==> config.mk <==
export PLATFORM = sky130hd
export DESIGN_NAME = aes_core_arbiter
export DESIGN_NICKNAME = d
export VERILOG_FILES = /design/src/rtl/aes_core_arbiter.sv
export SDC_FILE = /design/constraint.sdc
export NUM_CORES = 1
export LEC_CHECK = 0
export BUFFER_PORTS_ARGS = -buffer_cell sky130_fd_sc_hd__buf_2
export CORE_AREA = 2 2 441 443
export CTS_CLUSTER_SIZE = 24
export DETAILED_ROUTE_END_ITERATION = 6
export DIE_AREA = 0 0 443 445
export REMOVE_ABC_BUFFERS = 1
export SLEW_MARGIN = 40
export SYNTH_ARGS = -nofsm -noshare
export SYNTH_HDL_FRONTEND = slang
export SYNTH_SLANG_ARGS = --single-unit
==> constraint.sdc <==
create_clock -name clk -period 3.9 [get_ports clk]
set_clock_uncertainty 0.1 [all_clocks]
set_input_delay 0.585 -clock clk [delete_from_list [all_inputs] [get_ports clk]]
set_output_delay 0.585 -clock clk [all_outputs]
set_load 0.01 [all_outputs]
==> src/rtl/aes_core_arbiter.sv <==
// Two-port front end that shares a single aes_top core; one command in flight at a time.
// Define AES_ARB_ROUND_ROBIN_EN for round-robin arbitration; otherwise port 0 has fixed priority.
`timescale 1ns/1ps

`ifndef WORD_S
`define WORD_S [31:0]
`endif
`ifndef KEY_S
`define KEY_S [127:0]
`endif
`ifndef BLK_S
`define BLK_S [127:0]
`endif
`ifndef ENCRYPT
`define ENCRYPT 32'h0000_0001
`endif
`ifndef SET_KEY
`define SET_KEY 32'h0000_0002
`endif

module aes_core_arbiter #(
  parameter int BUSY_TIMEOUT = 1024
) (
  input  logic         clk,
  input  logic         reset,
  input  logic         req0_valid,
  output logic         req0_ready,
  input  logic `WORD_S req0_cmd,
  input  logic `KEY_S  req0_key,
  input  logic `BLK_S  req0_data,
  input  logic         req1_valid,
  output logic         req1_ready,
  input  logic `WORD_S req1_cmd,
  input  logic `KEY_S  req1_key,
  input  logic `BLK_S  req1_data,
  output logic         rsp0_valid,
  output logic         rsp0_err,
  output logic         rsp1_valid,
  output logic         rsp1_err,
  output logic `BLK_S  rsp_data,
  output logic         core_en,
  output logic `WORD_S core_cmd,
  output logic `KEY_S  core_key,
  output logic `BLK_S  core_plaintext,
  input  logic `BLK_S  core_ciphertext,
  input  logic         core_done
);

  typedef enum logic [1:0] {IDLE, ISSUE, WAIT, RESP} state_t;

  localparam logic [15:0] TIMEOUT_LAST = 16'(BUSY_TIMEOUT - 1);

  state_t      state, state_nxt;
  logic        grant;
  logic        sel0, sel1;
  logic        accept;
  logic        timeout;
  logic        done_ok;
  logic        rsp_err_q;
  logic [15:0] wait_cnt;
  logic `WORD_S cmd_sel;
  logic `KEY_S  key_sel;
  logic `BLK_S  data_sel;
`ifdef AES_ARB_ROUND_ROBIN_EN
  logic        last_grant;
`endif

  // Contention goes to the port that did not win last time.
  always_comb begin
`ifdef AES_ARB_ROUND_ROBIN_EN
    sel0 = req0_valid && (!req1_valid || last_grant);
    sel1 = req1_valid && (!req0_valid || !last_grant);
`else
    sel0 = req0_valid;
    sel1 = req1_valid && !req0_valid;
`endif
    req0_ready = (state == IDLE) && !reset && sel0;
    req1_ready = (state == IDLE) && !reset && sel1;
  end

  always_comb begin
    cmd_sel  = req1_ready ? req1_cmd  : req0_cmd;
    key_sel  = req1_ready ? req1_key  : req0_key;
    data_sel = req1_ready ? req1_data : req0_data;
  end

  assign accept  = req0_ready || req1_ready;
  assign done_ok = (state == WAIT) && core_done;
  assign timeout = (state == WAIT) && (wait_cnt == TIMEOUT_LAST);

  always_comb begin
    state_nxt  = state;
    core_en    = 1'b0;
    rsp0_valid = 1'b0;
    rsp1_valid = 1'b0;
    rsp0_err   = 1'b0;
    rsp1_err   = 1'b0;
    case (state)
      IDLE:  if (accept) state_nxt = ISSUE;
      ISSUE: begin
        core_en   = 1'b1;
        state_nxt = WAIT;
      end
      WAIT:  if (done_ok || timeout) state_nxt = RESP;
      RESP: begin
        rsp0_valid = !grant;
        rsp1_valid = grant;
        rsp0_err   = !grant && rsp_err_q;
        rsp1_err   = grant && rsp_err_q;
        state_nxt  = IDLE;
      end
      default: state_nxt = IDLE;
    endcase
  end

  always_ff @(posedge clk) begin
    if (reset) begin
      state          <= IDLE;
      grant          <= 1'b0;
      wait_cnt       <= '0;
      rsp_err_q      <= 1'b0;
      rsp_data       <= '0;
      core_cmd       <= '0;
      core_key       <= '0;
      core_plaintext <= '0;
`ifdef AES_ARB_ROUND_ROBIN_EN
      last_grant     <= 1'b1;
`endif
    end else begin
      state <= state_nxt;
      if (state == ISSUE) wait_cnt <= '0;
      else if (state == WAIT) wait_cnt <= wait_cnt + 16'd1;
      // Only the operand relevant to the command reaches the core; the other is zeroed.
      if (accept) begin
        grant          <= req1_ready;
        core_cmd       <= cmd_sel;
        core_key       <= (cmd_sel == `SET_KEY) ? key_sel : '0;
        core_plaintext <= (cmd_sel == `ENCRYPT) ? data_sel : '0;
`ifdef AES_ARB_ROUND_ROBIN_EN
        last_grant     <= req1_ready;
`endif
      end
      // A done arriving on the timeout cycle still wins.
      if (done_ok || timeout) begin
        rsp_data       <= done_ok ? core_ciphertext : '0;
        rsp_err_q      <= !done_ok;
        core_cmd       <= '0;
        core_key       <= '0;
        core_plaintext <= '0;
      end
    end
  end

endmodule

==> key figures <==
Run status
  • Status: finished, final reports clean

Critical path
  • Worst setup path class: reg2out
  • CP Launch Type: register
  • Critical Path RT: 3210 ps
  • CP arrival: 2760 ps
  • Crit Path Max Fanout: 137
  • Reg2Reg Setup Slack: 510 ps
  • Crit end category: output port

Power and ir drop
  • Seq pwr share: 37.1%
  • Clock power share: 43.3%
  • Net load switching power: 4.113 mW
  • Pint: 8.947 mW
  • Logic gate share of total power: 19.6%
  • Total power draw: 13.06 mW
  • Switching share of power: 31.50%
  • Leakage power: 13.46 nW
  • Max VDD drop: 0.0003157 V
  • PD cells: 440.9 nW/um^2

Global routing
  • Grt ovf: 0
  • Largest net degree at the start of global routing: 140
  • Vias in the first global route: 19,907
  • First-pass GRT wire length: 200,900 um
  • GRT Total Usage: 15.33%
  • Antenna violations before repair: 168

Cells and area
  • Layout cells sized above 1: 43.20%
  • Fin nets: 3,628
  • Most common cell after layout, fill and taps aside: buf_2
  • Commonest non-fill, non-tap cells in the layout: 1,131 x buf_2, 436 x dfxtp_1, 258 x and3_1
  • Final Util: 15.43%
  • P&R area growth vs syn: 66.04%

STA
  • FMAX: 290.0 MHz
  • Tcrit/Tclk final: 88.42%
  • Max_slew headroom: 33.39%
  • Setup violations, final: 0
  • Final hold vios: 0
  • Hold slack: 80.53 ps
  • RSZ-0062 raised after global routing: no
  • Final min period: 3448 ps
  • Final Max Slew Viols: 0
  • Worst Max-Slew Pin Slew: 999.2 ps

Routing
  • Drt pass-1 iters: 6
  • Metal3 WL: 18,680 um
  • Top sig layer: met5
  • Initial DRC Count: 1,959
  • DRC: 0
  • Routed wire length: 159,900 um
  • Routed vias: 21,467
  • DR WL met2: 72,610 um
  • WL per Instance: 28.91 um
  • Drt via density: 3.882
  • ANT nets after route: 0
  • Met1 Wirelength: 59,410 um

Die
  • Die W: 443 um
  • Die footprint: 197,100 um^2
  • Site row count: 161
  • Num ports: 1,132
  • Initial Util: 9.293%
  • Core Area: 192,000 um^2
  • Die H: 445 um

Placed design
  • Post-detail-place hpwl: 133,400 um
  • Routability cong.: 0.9380
  • Count of input and output buffers: 1,131

Synthesis
  • Post-synth cell types: 41
  • EDFF count, synth: 0
  • Mapped Cells: 1,772
  • Yosys reg bits: 436
  • Synth Flop Type: dfxtp_1
  • Sequential area share after synthesis: 48.92%
  • Post-synth ARST share: 0%
  • Ys Warns: 0
  • Mapped Area: 17,840 um^2
  • Average size of a mapped cell: 10.07 um^2

Clock tree
  • Clock Tree Root: clkbuf_16
  • Later-pin clock latency in the skew report: 660 ps
  • CTS tree: done
  • Hold Buf Count CTS: 134
  • Total CTS buffers: 56
  • Cts repair resizes: 0
  • CTS clock-pin slew for the worst setup and hold paths: 60 ps
  • Clock sink count: 436
  • H-tree depth: 2
  • Max Buffers Root-to-Sink: 3
  • Postcts setup bufs: 0

Hold path
  • Min-Delay Path Class: in2reg

Job
  • Max_cap viols: 0
-- registers in the layout, summed over array words and instances, names as in the netlist --
register	flops
core_cmd	32
core_key	128
core_plaintext	128
grant	1
rsp_data	128
rsp_err_q	1
state	2
wait_cnt	16
-- through the flow --
step	area (um^2)	worst slack [ps]	setup TNS, ps	std cells
final	29620	451.7	0	5530
after global routing	29550	296.7	0	5502
after CTS	29500	342.2	0	5482
after detailed placement	26200	555.2	0	5247
after global placement	26150	600.4	0	5246
after floorplan	16780	-14050	-4049700	1557
-- power groups by stage --
stage | clock network (mW) | logic [mW] | registers [mW]
floorplan | 0 | 0.945 | 4.97
global placement | 0 | 2.41 | 4.94
detailed placement | 0 | 2.44 | 4.94
CTS | 5.88 | 2.60 | 4.85
global route | 6.02 | 2.72 | 4.87
finish | 5.65 | 2.56 | 4.85
-- critical path, stage by stage (launching register included) --
cell,delay [ps]
dfxtp_1,330
inv_1,130
ha_1,300
nand4bb_4,390
inv_8,180
buf_12,260
buf_2,260
-- layer usage --
layer	GRT usage, %	up-vias
met3	7.373	435
met1	17.08	10287
met2	24.61	1354
met5	0	-
met4	7.012	94
li1	-	9297
-- final cells by class --
class                           count  area, um^2
Clock buffer                       78        1614
Fill cell                       21647      162400
Tap cell                         2526        3161
Inverter                            6       30.03
Antenna cell                       48       120.1
Multi-Input combinational cell   1115        8140
Timing Repair Buffer             1298        7482
Sequential cell                   436        8728
Clock inverter                     23       346.6
-- worst paths after layout --
path,start,end,depth (start not counted)
hold reg to reg,core_key[103],core_key[103],1
setup / recovery,state[0],req1_ready,6
hold / removal,req0_key[114],core_key[114],3
setup reg to reg,state[0],core_key[28],8
-- cells by family after synthesis --
family                     count (synthesis)  share of synthesized area, %
AOI/OAI and AO/OA                        687                         29.63
xor gates and xnor gates                  12                        0.5891
adders and majority gates                  6                        0.4208
buffers and inverters                    221                         6.066
DFF                                      436                         48.92
muxes                                     33                         1.851
and+or+nand+nor                          377                         12.52
-- cell usage after synthesis (all sizes together), types with 7 or more instances --
| master | instances | area share, % |
|---|---|---|
| dfxtp | 436 | 49 |
| and3 | 258 | 9.0 |
| a31oi | 256 | 9.0 |
| o2bb2ai | 256 | 13 |
| clkbuf | 140 | 2.9 |
| a22o | 127 | 6.2 |
| buf | 75 | 3.0 |
| nor2 | 52 | 1.1 |
| a211oi | 34 | 1.4 |
| mux2i | 33 | 1.9 |
| nor4 | 15 | 0.61 |
| nand2 | 10 | 0.21 |
| nand4 | 8 | 0.28 |
| nor2b | 8 | 0.28 |
| o21ai | 7 | 0.20 |
| xor2 | 7 | 0.34 |
Note: power is estimated with default switching activity, not from simulation.
